[src/rtl/pulse_scheduler_mc.sv]
// pulse_scheduler_mc
//   Multi-channel timed pulse scheduler. Each channel owns a FIFO of
//   {tstart, tlen, param} descriptors and a small FSM that waits for the
//   shared timer to reach the head's start time, issues the pulse as a
//   valid/ready command, then holds busy for tlen cycles.
//
// Ports
//   clk, rst_n       : clock, asynchronous active-low reset
//   desc_*           : descriptor write port (valid/ready), desc_ch selects channel
//   run_en           : timer counts while high
//   timer_clear      : synchronous timer zero (wins over run_en)
//   timer            : free-running timestamp
//   cmd_valid/ready  : per-channel command handshake, cmd_param/cmd_tlen sliced per channel
//   busy             : channel is playing a pulse
//   full, empty      : per-channel FIFO status
//   late_err         : sticky, a pulse was issued after its start time
//   bad_ch_err       : sticky, a descriptor named a non-existent channel
module pulse_scheduler_mc #(
    parameter int NUM_CH  = 4,
    parameter int DEPTH   = 8,
    parameter int TIME_W  = 32,
    parameter int LEN_W   = 16,
    parameter int PARAM_W = 64,
    localparam int CH_W   = (NUM_CH > 1) ? $clog2(NUM_CH) : 1
) (
    input  logic                      clk,
    input  logic                      rst_n,
    input  logic                      desc_valid,
    output logic                      desc_ready,
    input  logic [CH_W-1:0]           desc_ch,
    input  logic [TIME_W-1:0]         desc_tstart,
    input  logic [LEN_W-1:0]          desc_tlen,
    input  logic [PARAM_W-1:0]        desc_param,
    input  logic                      run_en,
    input  logic                      timer_clear,
    output logic [TIME_W-1:0]         timer,
    output logic [NUM_CH-1:0]         cmd_valid,
    input  logic [NUM_CH-1:0]         cmd_ready,
    output logic [NUM_CH*PARAM_W-1:0] cmd_param,
    output logic [NUM_CH*LEN_W-1:0]   cmd_tlen,
    output logic [NUM_CH-1:0]         busy,
    output logic [NUM_CH-1:0]         full,
    output logic [NUM_CH-1:0]         empty,
    output logic [NUM_CH-1:0]         late_err,
    output logic                      bad_ch_err
);

    localparam int PTR_W = $clog2(DEPTH);
    localparam int CNT_W = PTR_W + 1;

    typedef struct packed {
        logic [TIME_W-1:0]  tstart;
        logic [LEN_W-1:0]   tlen;
        logic [PARAM_W-1:0] param;
    } entry_t;

    typedef enum logic [1:0] {S_IDLE, S_WAIT, S_ISSUE, S_PLAY} state_t;

    logic   ch_in_range;
    entry_t new_entry;

    assign ch_in_range = (int'(desc_ch) < NUM_CH);
    assign new_entry   = '{tstart: desc_tstart, tlen: desc_tlen, param: desc_param};

    // Out-of-range channels are always "ready" so the writer is never stalled;
    // the descriptor is simply discarded and flagged.
    always_comb begin
        desc_ready = 1'b1;
        for (int c = 0; c < NUM_CH; c++) begin
            if (int'(desc_ch) == c) desc_ready = !full[c];
        end
    end

    always_ff @(posedge clk or negedge rst_n) begin
        if (!rst_n) begin
            bad_ch_err <= 1'b0;
        end else if (desc_valid && !ch_in_range) begin
            bad_ch_err <= 1'b1;
        end
    end

    always_ff @(posedge clk or negedge rst_n) begin
        if (!rst_n) begin
            timer <= '0;
        end else if (timer_clear) begin
            timer <= '0;
        end else if (run_en) begin
            timer <= timer + TIME_W'(1);
        end
    end

    for (genvar c = 0; c < NUM_CH; c++) begin : g_ch
        entry_t             mem [DEPTH];
        entry_t             head;
        logic [PTR_W-1:0]   wr_ptr;
        logic [PTR_W-1:0]   rd_ptr;
        logic [CNT_W-1:0]   count;
        logic               wr_en;
        logic               pop;
        state_t             state;
        logic [LEN_W-1:0]   play_cnt;
        logic [LEN_W-1:0]   tlen_q;
        logic [PARAM_W-1:0] param_q;
        logic               valid_q;
        logic               busy_q;
        logic               late_q;

        // Write gating looks only at the current count, so a full FIFO
        // refuses a write even when it pops on the same edge.
        assign wr_en    = desc_valid && ch_in_range && (int'(desc_ch) == c)
                          && (count != CNT_W'(DEPTH));
        assign head     = mem[rd_ptr];
        assign pop      = (state == S_WAIT) && run_en && (timer >= head.tstart);
        assign full[c]  = (count == CNT_W'(DEPTH));
        assign empty[c] = (count == '0);

        assign cmd_valid[c]                       = valid_q;
        assign busy[c]                            = busy_q;
        assign late_err[c]                        = late_q;
        assign cmd_param[c*PARAM_W +: PARAM_W]    = param_q;
        assign cmd_tlen[c*LEN_W +: LEN_W]         = tlen_q;

        always_ff @(posedge clk) begin
            if (wr_en) mem[wr_ptr] <= new_entry;
        end

        always_ff @(posedge clk or negedge rst_n) begin
            if (!rst_n) begin
                wr_ptr <= '0;
                rd_ptr <= '0;
                count  <= '0;
            end else begin
                if (wr_en) wr_ptr <= wr_ptr + PTR_W'(1);
                if (pop)   rd_ptr <= rd_ptr + PTR_W'(1);
                count <= count + CNT_W'(wr_en) - CNT_W'(pop);
            end
        end

        always_ff @(posedge clk or negedge rst_n) begin
            if (!rst_n) begin
                state    <= S_IDLE;
                valid_q  <= 1'b0;
                busy_q   <= 1'b0;
                late_q   <= 1'b0;
                param_q  <= '0;
                tlen_q   <= '0;
                play_cnt <= '0;
            end else begin
                case (state)
                    S_IDLE: begin
                        if (!empty[c]) state <= S_WAIT;
                    end
                    S_WAIT: begin
                        if (pop) begin
                            state   <= S_ISSUE;
                            valid_q <= 1'b1;
                            param_q <= head.param;
                            tlen_q  <= head.tlen;
                            if (timer > head.tstart) late_q <= 1'b1;
                        end
                    end
                    S_ISSUE: begin
                        if (cmd_ready[c]) begin
                            valid_q <= 1'b0;
                            if (tlen_q == '0) begin
                                state <= S_IDLE;
                            end else begin
                                state    <= S_PLAY;
                                busy_q   <= 1'b1;
                                play_cnt <= tlen_q;
                            end
                        end
                    end
                    S_PLAY: begin
                        // play_cnt counts the busy cycles still to show,
                        // including the current one.
                        if (play_cnt == LEN_W'(1)) begin
                            busy_q <= 1'b0;
                            state  <= empty[c] ? S_IDLE : S_WAIT;
                        end else begin
                            play_cnt <= play_cnt - LEN_W'(1);
                        end
                    end
                    default: state <= S_IDLE;
                endcase
            end
        end
    end

endmodule

[config.mk]
export PLATFORM = sky130hd
export DESIGN_NAME = pulse_scheduler_mc
export DESIGN_NICKNAME = d
export VERILOG_FILES = /design/src/rtl/pulse_scheduler_mc.sv
export SDC_FILE = /design/constraint.sdc
export NUM_CORES = 2
export LEC_CHECK = 0
export CORE_UTILIZATION = 60
export CTS_BUF_LIST = sky130_fd_sc_hd__clkbuf_8 sky130_fd_sc_hd__clkbuf_16
export CTS_CLUSTER_DIAMETER = 80
export DETAILED_ROUTE_END_ITERATION = 6
export PLACE_DENSITY_LB_ADDON = 0.3
export SETUP_SLACK_MARGIN = 0.05
export SKIP_CTS_REPAIR_TIMING = 1
export SLEW_MARGIN = 20
export SYNTH_ARGS = -nofsm -noshare
export SYNTH_HDL_FRONTEND = slang
export SYNTH_SLANG_ARGS = --single-unit
[constraint.sdc]
create_clock -name clk -period 11.1 [get_ports clk]
set_input_delay 1.11 -clock clk [delete_from_list [all_inputs] [get_ports clk]]
set_output_delay 1.11 -clock clk [all_outputs]
set_load 0.01 [all_outputs]
== Word level (Yosys, flattened, before mapping) ==
Memories as Yosys holds them, arrays and structs flattened.
Cells that the tools add are included.
W data, S select, Z words.

* $add $sub $neg: 21
* $lt $le $gt $ge: 8
* Equality and inequality tests: 51
* Muxes and demuxes: 86
* Reductions and logical operators: 66

{| class="wikitable"
|+ Operators by type and width
! kind !! count
|-
| $mux W16 || 12
|-
| $ge A32 B32 Y1 || 4
|-
| $gt A32 B32 Y1 || 4
|-
| $pmux W16 S2 || 4
|-
| $eq A16 B1 Y1 const B || 4
|-
| $logic_not A16 Y1 || 4
|-
| $mux W32 || 2
|-
| $sub A16 B1 Y16 const B || 4
|-
| $ne A2 B2 Y1 const B || 24
|-
| $reduce_and A4 Y1 || 12
|-
| $mux W2 || 20
|-
| $mux W1 || 36
|-
| $add A32 B1 Y32 const B || 1
|-
| $pmux W2 S4 || 4
|-
| $add A3 B1 Y3 const B || 8
|-
| $reduce_and A3 Y1 || 8
|-
| $eq A2 B2 Y1 const B || 10
|-
| $reduce_bool A2 Y1 || 9
|-
| $add A4 B1 Y4 || 4
|-
| $eq A4 B4 Y1 const B || 4
|-
| $logic_and A1 B1 Y1 || 16
|-
| $logic_not A4 Y1 || 4
|-
| $ne A4 B4 Y1 const B || 4
|-
| $pmux W1 S2 || 8
|-
| other kinds (5) || 22
|}

* Register bits after elaboration: 476
* Memory bits (writable): 3584
* Input bits: 123
* Output and inout bits: 374
* Logic and storage cells: 277
* Memories kept: 4

{| class="wikitable"
|+ Memories
! name !! words !! width !! rd ports !! clocked after memory_dff !! write ports !! RTL line !! source
|-
| g_ch[0].mem || 8 || 112 || 1 || 0 || 1 || 93 || <nowiki>entry_t mem [DEPTH];</nowiki>
|-
| g_ch[1].mem || 8 || 112 || 1 || 0 || 1 || 93 ||
|-
| g_ch[2].mem || 8 || 112 || 1 || 0 || 1 || 93 ||
|-
| g_ch[3].mem || 8 || 112 || 1 || 0 || 1 || 93 ||
|}

== Longest topological paths before layout ==
* Depth after elaboration: 6
* Mapped depth: 21
* Depth with buffers taken out: 15

== Worst setup path after synthesis ==
Ideal clock, no wire load.

* Path type: input port to flip-flop
* Start point: input port desc_ch[1]
* End point: memory g_ch[1].mem[1][0] (netlist bit) (enable)
* Library setup time: 0.720 ns
* Arrival: 9.531 ns
* Setup slack: 0.849 ns
* Stages on the path: 4
* Path buffers: 0
* Cell sequence: nand2b_1 nor3b_1 nand2_1 nor3_1

* Longest elaborated chain between the ends: 5

{| class="wikitable"
|+ Ends and longest elaborated chain
! what !! RTL line !! source
|-
| start: declaration || 30 || <nowiki>input logic [CH_W-1:0] desc_ch,</nowiki>
|-
| $eq A2 B2 Y1 || 110 || <nowiki>assign wr_en = desc_valid && ch_in_range && (int'(desc_ch) == c)</nowiki>
|-
| $logic_and A1 B1 Y1 || 110 ||
|-
| $logic_and A1 B1 Y1 || 111 || <nowiki>&& (count != CNT_W'(DEPTH));</nowiki>
|-
| $mux W1 || 124 || <nowiki>if (wr_en) mem[wr_ptr] <= new_entry;</nowiki>
|-
| $mux W1 (not written as such) || 124 ||
|-
| end: declaration || 93 ||
|}

No other way between the ends.

== Worst setup path after layout ==
* Start point: register g_ch[0].rd_ptr[0]
* End point: register g_ch[0].param_q[0]

* Longest elaborated chain between the ends: 4

{| class="wikitable"
|+ Ends and longest elaborated chain
! what !! RTL line !! source
|-
| start: declaration || 96 || <nowiki>logic [PTR_W-1:0] rd_ptr;</nowiki>
|-
| start signal: assignment || 134 || <nowiki>if (pop) rd_ptr <= rd_ptr + PTR_W'(1);</nowiki>
|-
| $mem_v2 Z8 W112 * || - ||
|-
| $ge A32 B32 Y1 || 113 || <nowiki>assign pop = (state == S_WAIT) && run_en && (timer >= head.tstart);</nowiki>
|-
| $logic_and A1 B1 Y1 || 113 ||
|-
| $reduce_and A2 Y1 (no line) || - ||
|-
| end signal: assignment || 157 || <nowiki>param_q <= head.param;</nowiki>
|-
| end: declaration || 103 || <nowiki>logic [PARAM_W-1:0] param_q;</nowiki>
|}

Every way passes the cells marked *; elsewhere a longest branch is shown, timed or not.
A chain may end at the register's enable or synchronous reset.

==> metrics.txt <==
post-synthesis cell type count 81; CTS tree yes; Setup CP Type register to register; net count after synthesis 7700; period utilisation layout 0.619; CP Data Required Time 11.96 ns; initial antenna violation count 23; Setup crit end kind register; crit path max-delay cell type dfrtp_4; Critical Path Source Type register; Top Ports 497; largest net degree at the start of global routing 122; clk_lat worst skew 0.98 ns; largest cells by area after synthesis edfxtp_1, mux4_2, dfrtp_1, mux2i_1, mux2_2; Worst-Margin Slew 1.29 ns; Synth top area share 0.684; first-pass GRT wire length 572000 µm; Total Routing Usage GR 0.304; routed via count 79800; post-detail-place hpwl 217000 µm; Most used DFF post-synth edfxtp_1; core area 260000 µm²; Register Area 120000 µm²; area occupied by multi-input gates 36200 µm²; Syn Area/Cell 21.2 µm²; wire per inst 33.1 µm; Die H 514 µm; crit path DAT 7.73 ns; router iterations before antenna repair 6; commonest cells in the netlist edfxtp_1, mux4_2, dfrtp_1; Initial Util 0.605; Post-Synthesis Cell Area 157000 µm²; filler cell count 15600; setup violators final 0; Synth async-reset ratio 0.117; post-synthesis sequential area ratio 0.760; most common cell in the netlist edfxtp_1; CTS Root Cell clkbuf_16; number of synthesized flops with an enable pin 3584; status finished, final reports clean; Placer Congestion 0.854; Buffers & Inverters on Critical Path 4; Post-DRT Antenna Nets 0; Placement Setup Slack 4.19 ns; vias in the first global route 82100; Post-layout nets 8399; Worst-path clk slew 0.06 ns; TNS Setup 0 ns; minimum clock period after layout 6.88 ns; skew final 0.0839 ns; Leakage 58.8 nW; most frequent CP cell buf_4; Yosys reg bits 4060; Max Fclk 0.145 GHz; Hold Slack 0.231 ns; largest area contributor in the netlist edfxtp_1; yosys warns 0; Worst VDD drop 0.000204 V; Power Total 32.2 mW; Max Cap Viol 0; die area 264000 µm²; Layout area overhead 14.1%; slowest cell delay on critical path 0.93 ns; PortBufs 495; detailed-route DRC error count 0; final setup margin 4.22 ns; final cell count without fillers 11900; min-delay worst type input port to asynchronous set/reset pin; grt total ovfl 0; hold violation count in the final report 0; total CTS buffers 405; Top delay family on crit path buffers and inverters; Cell Rows 187; post-DR vias/cell 6.68; Synth Instances 7404; worst-path maximum fanout 45; Final Slew Violations 0; unrepaired setup endpoints after global routing false; DP Cell Count 11200; CTS H-tree lvls 5; Rel. slew slack 0.138; clk buf depth 4; PwrDens 179 nW/µm²; Routed WL 396000 µm; clk sink count 4060; iteration-0 DRC count of the detailed router 9627; crit-path cells buf_4, buf_4, mux4_2, mux2i_1, ha_1, nand4_1, nor4_1, o21ai_4, a21oi_4, buf_4, buf_4, mux2_2; Die Width 514 µm; layout cell share with drive strength beyond 1 0.246
-- cells in the final DEF (no fill, tap or decap), drive strengths merged, types with 8 or more instances in the layout --
cell type      Yosys  final
and3               8      8
clkdlybuf4s50      0    439
clkbuf           192    448
nand2            177    177
mux2i            295    295
xor2              36     36
nor3              42     42
a21oi            193    193
bufinv             0     37
o211ai             8      8
mux4             897    897
nor2             234    234
ha               169    169
buf              169    214
nand2b            22     22
a21o              29     29
clkinvlp           0     15
xnor2             14     14
and2              10     10
nor2b             15     15
clkinv             0    141
a32oi              9      9
a31oi              9      9
a22oi             20     20
inv               55    153
o21ai            197    197
and4               8      8
edfxtp          3584   3584
nand4             37     37
nor4              36     36
dfrtp            476    476
mux2             332    332
nand3             36     36
or3               14     14
-- state kept, by name (all words and copies together) (netlist names) --
register,count
g_ch.wr_ptr,12
g_ch.valid_q,4
g_ch.play_cnt,64
g_ch.late_q,4
g_ch.param_q,256
timer,32
g_ch.rd_ptr,12
g_ch.busy_q,4
g_ch.state,8
g_ch.count,16
g_ch.tlen_q,64
g_ch.mem,3584
-- cell type report --
class                      count  share of cell area
timing repair buffer         653              0.0335
antenna                        6           0.0000836
clock buffer                 448              0.0601
clock inverter               291              0.0134
tap                         3496              0.0244
sequential                  4060               0.666
inverter                      55             0.00115
multi-input combinational   2928               0.201
-- layer usage --
metal,global-route usage,vias to the layer above,part of all wire
met3,0.0651,821,0.11
met2,0.484,4929,0.48
met4,0.101,12,0.036
met5,0,-,0.00019
met1,0.424,42200,0.37
li1,-,31800,-
-- metrics by stage --
step / utilization / cell area, µm²
global placement: 0.640 / 167000
floorplan: - / 157000
CTS: 0.691 / 180000
global route: 0.690 / 180000
finish: 0.690 / 180000
detailed placement: 0.640 / 167000
-- power by group --
part | leakage (nW) | internal, mW | switching (mW) | total (mW)
combinational | 13.2 | 0.357 | 0.944 | 1.30
sequential | 38.7 | 17.2 | 0.167 | 17.4
clock | 6.85 | 7.82 | 5.67 | 13.5
total | 58.8 | 25.4 | 6.78 | 32.2
-- path summary, 6_finish.rpt --
kind                       depth (start not counted)              start                 end  slack (ns)
setup / recovery                                  12  g_ch[0].rd_ptr[0]  g_ch[0].param_q[0]        4.22
max in group asynchronous                          3              rst_n   g_ch[2].rd_ptr[1]        8.33
min in group clk                                   1     g_ch[3].late_q      g_ch[3].late_q        0.47
hold / removal                                     1              rst_n  g_ch[2].param_q[0]        0.23
setup reg to reg                                  12  g_ch[0].rd_ptr[0]  g_ch[0].param_q[0]        4.22
hold reg to reg                                    1     g_ch[3].late_q      g_ch[3].late_q        0.47
-- cell families (layout without fill, tap and decap cells) --
family | Yosys count | count (layout) | share of synthesized area
compound gates | 519 | 519 | 0.0194
fa+ha+maj | 173 | 173 | 0.0139
xor+xnor | 50 | 50 | 0.00278
simple gates | 661 | 661 | 0.0198
flops | 4060 | 4060 | 0.760
buf+inv | 416 | 1447 | 0.0122
other cells | 1 | 7 | 0.0000238
mux | 1524 | 1524 | 0.172
(Power assumes the default switching activity.)
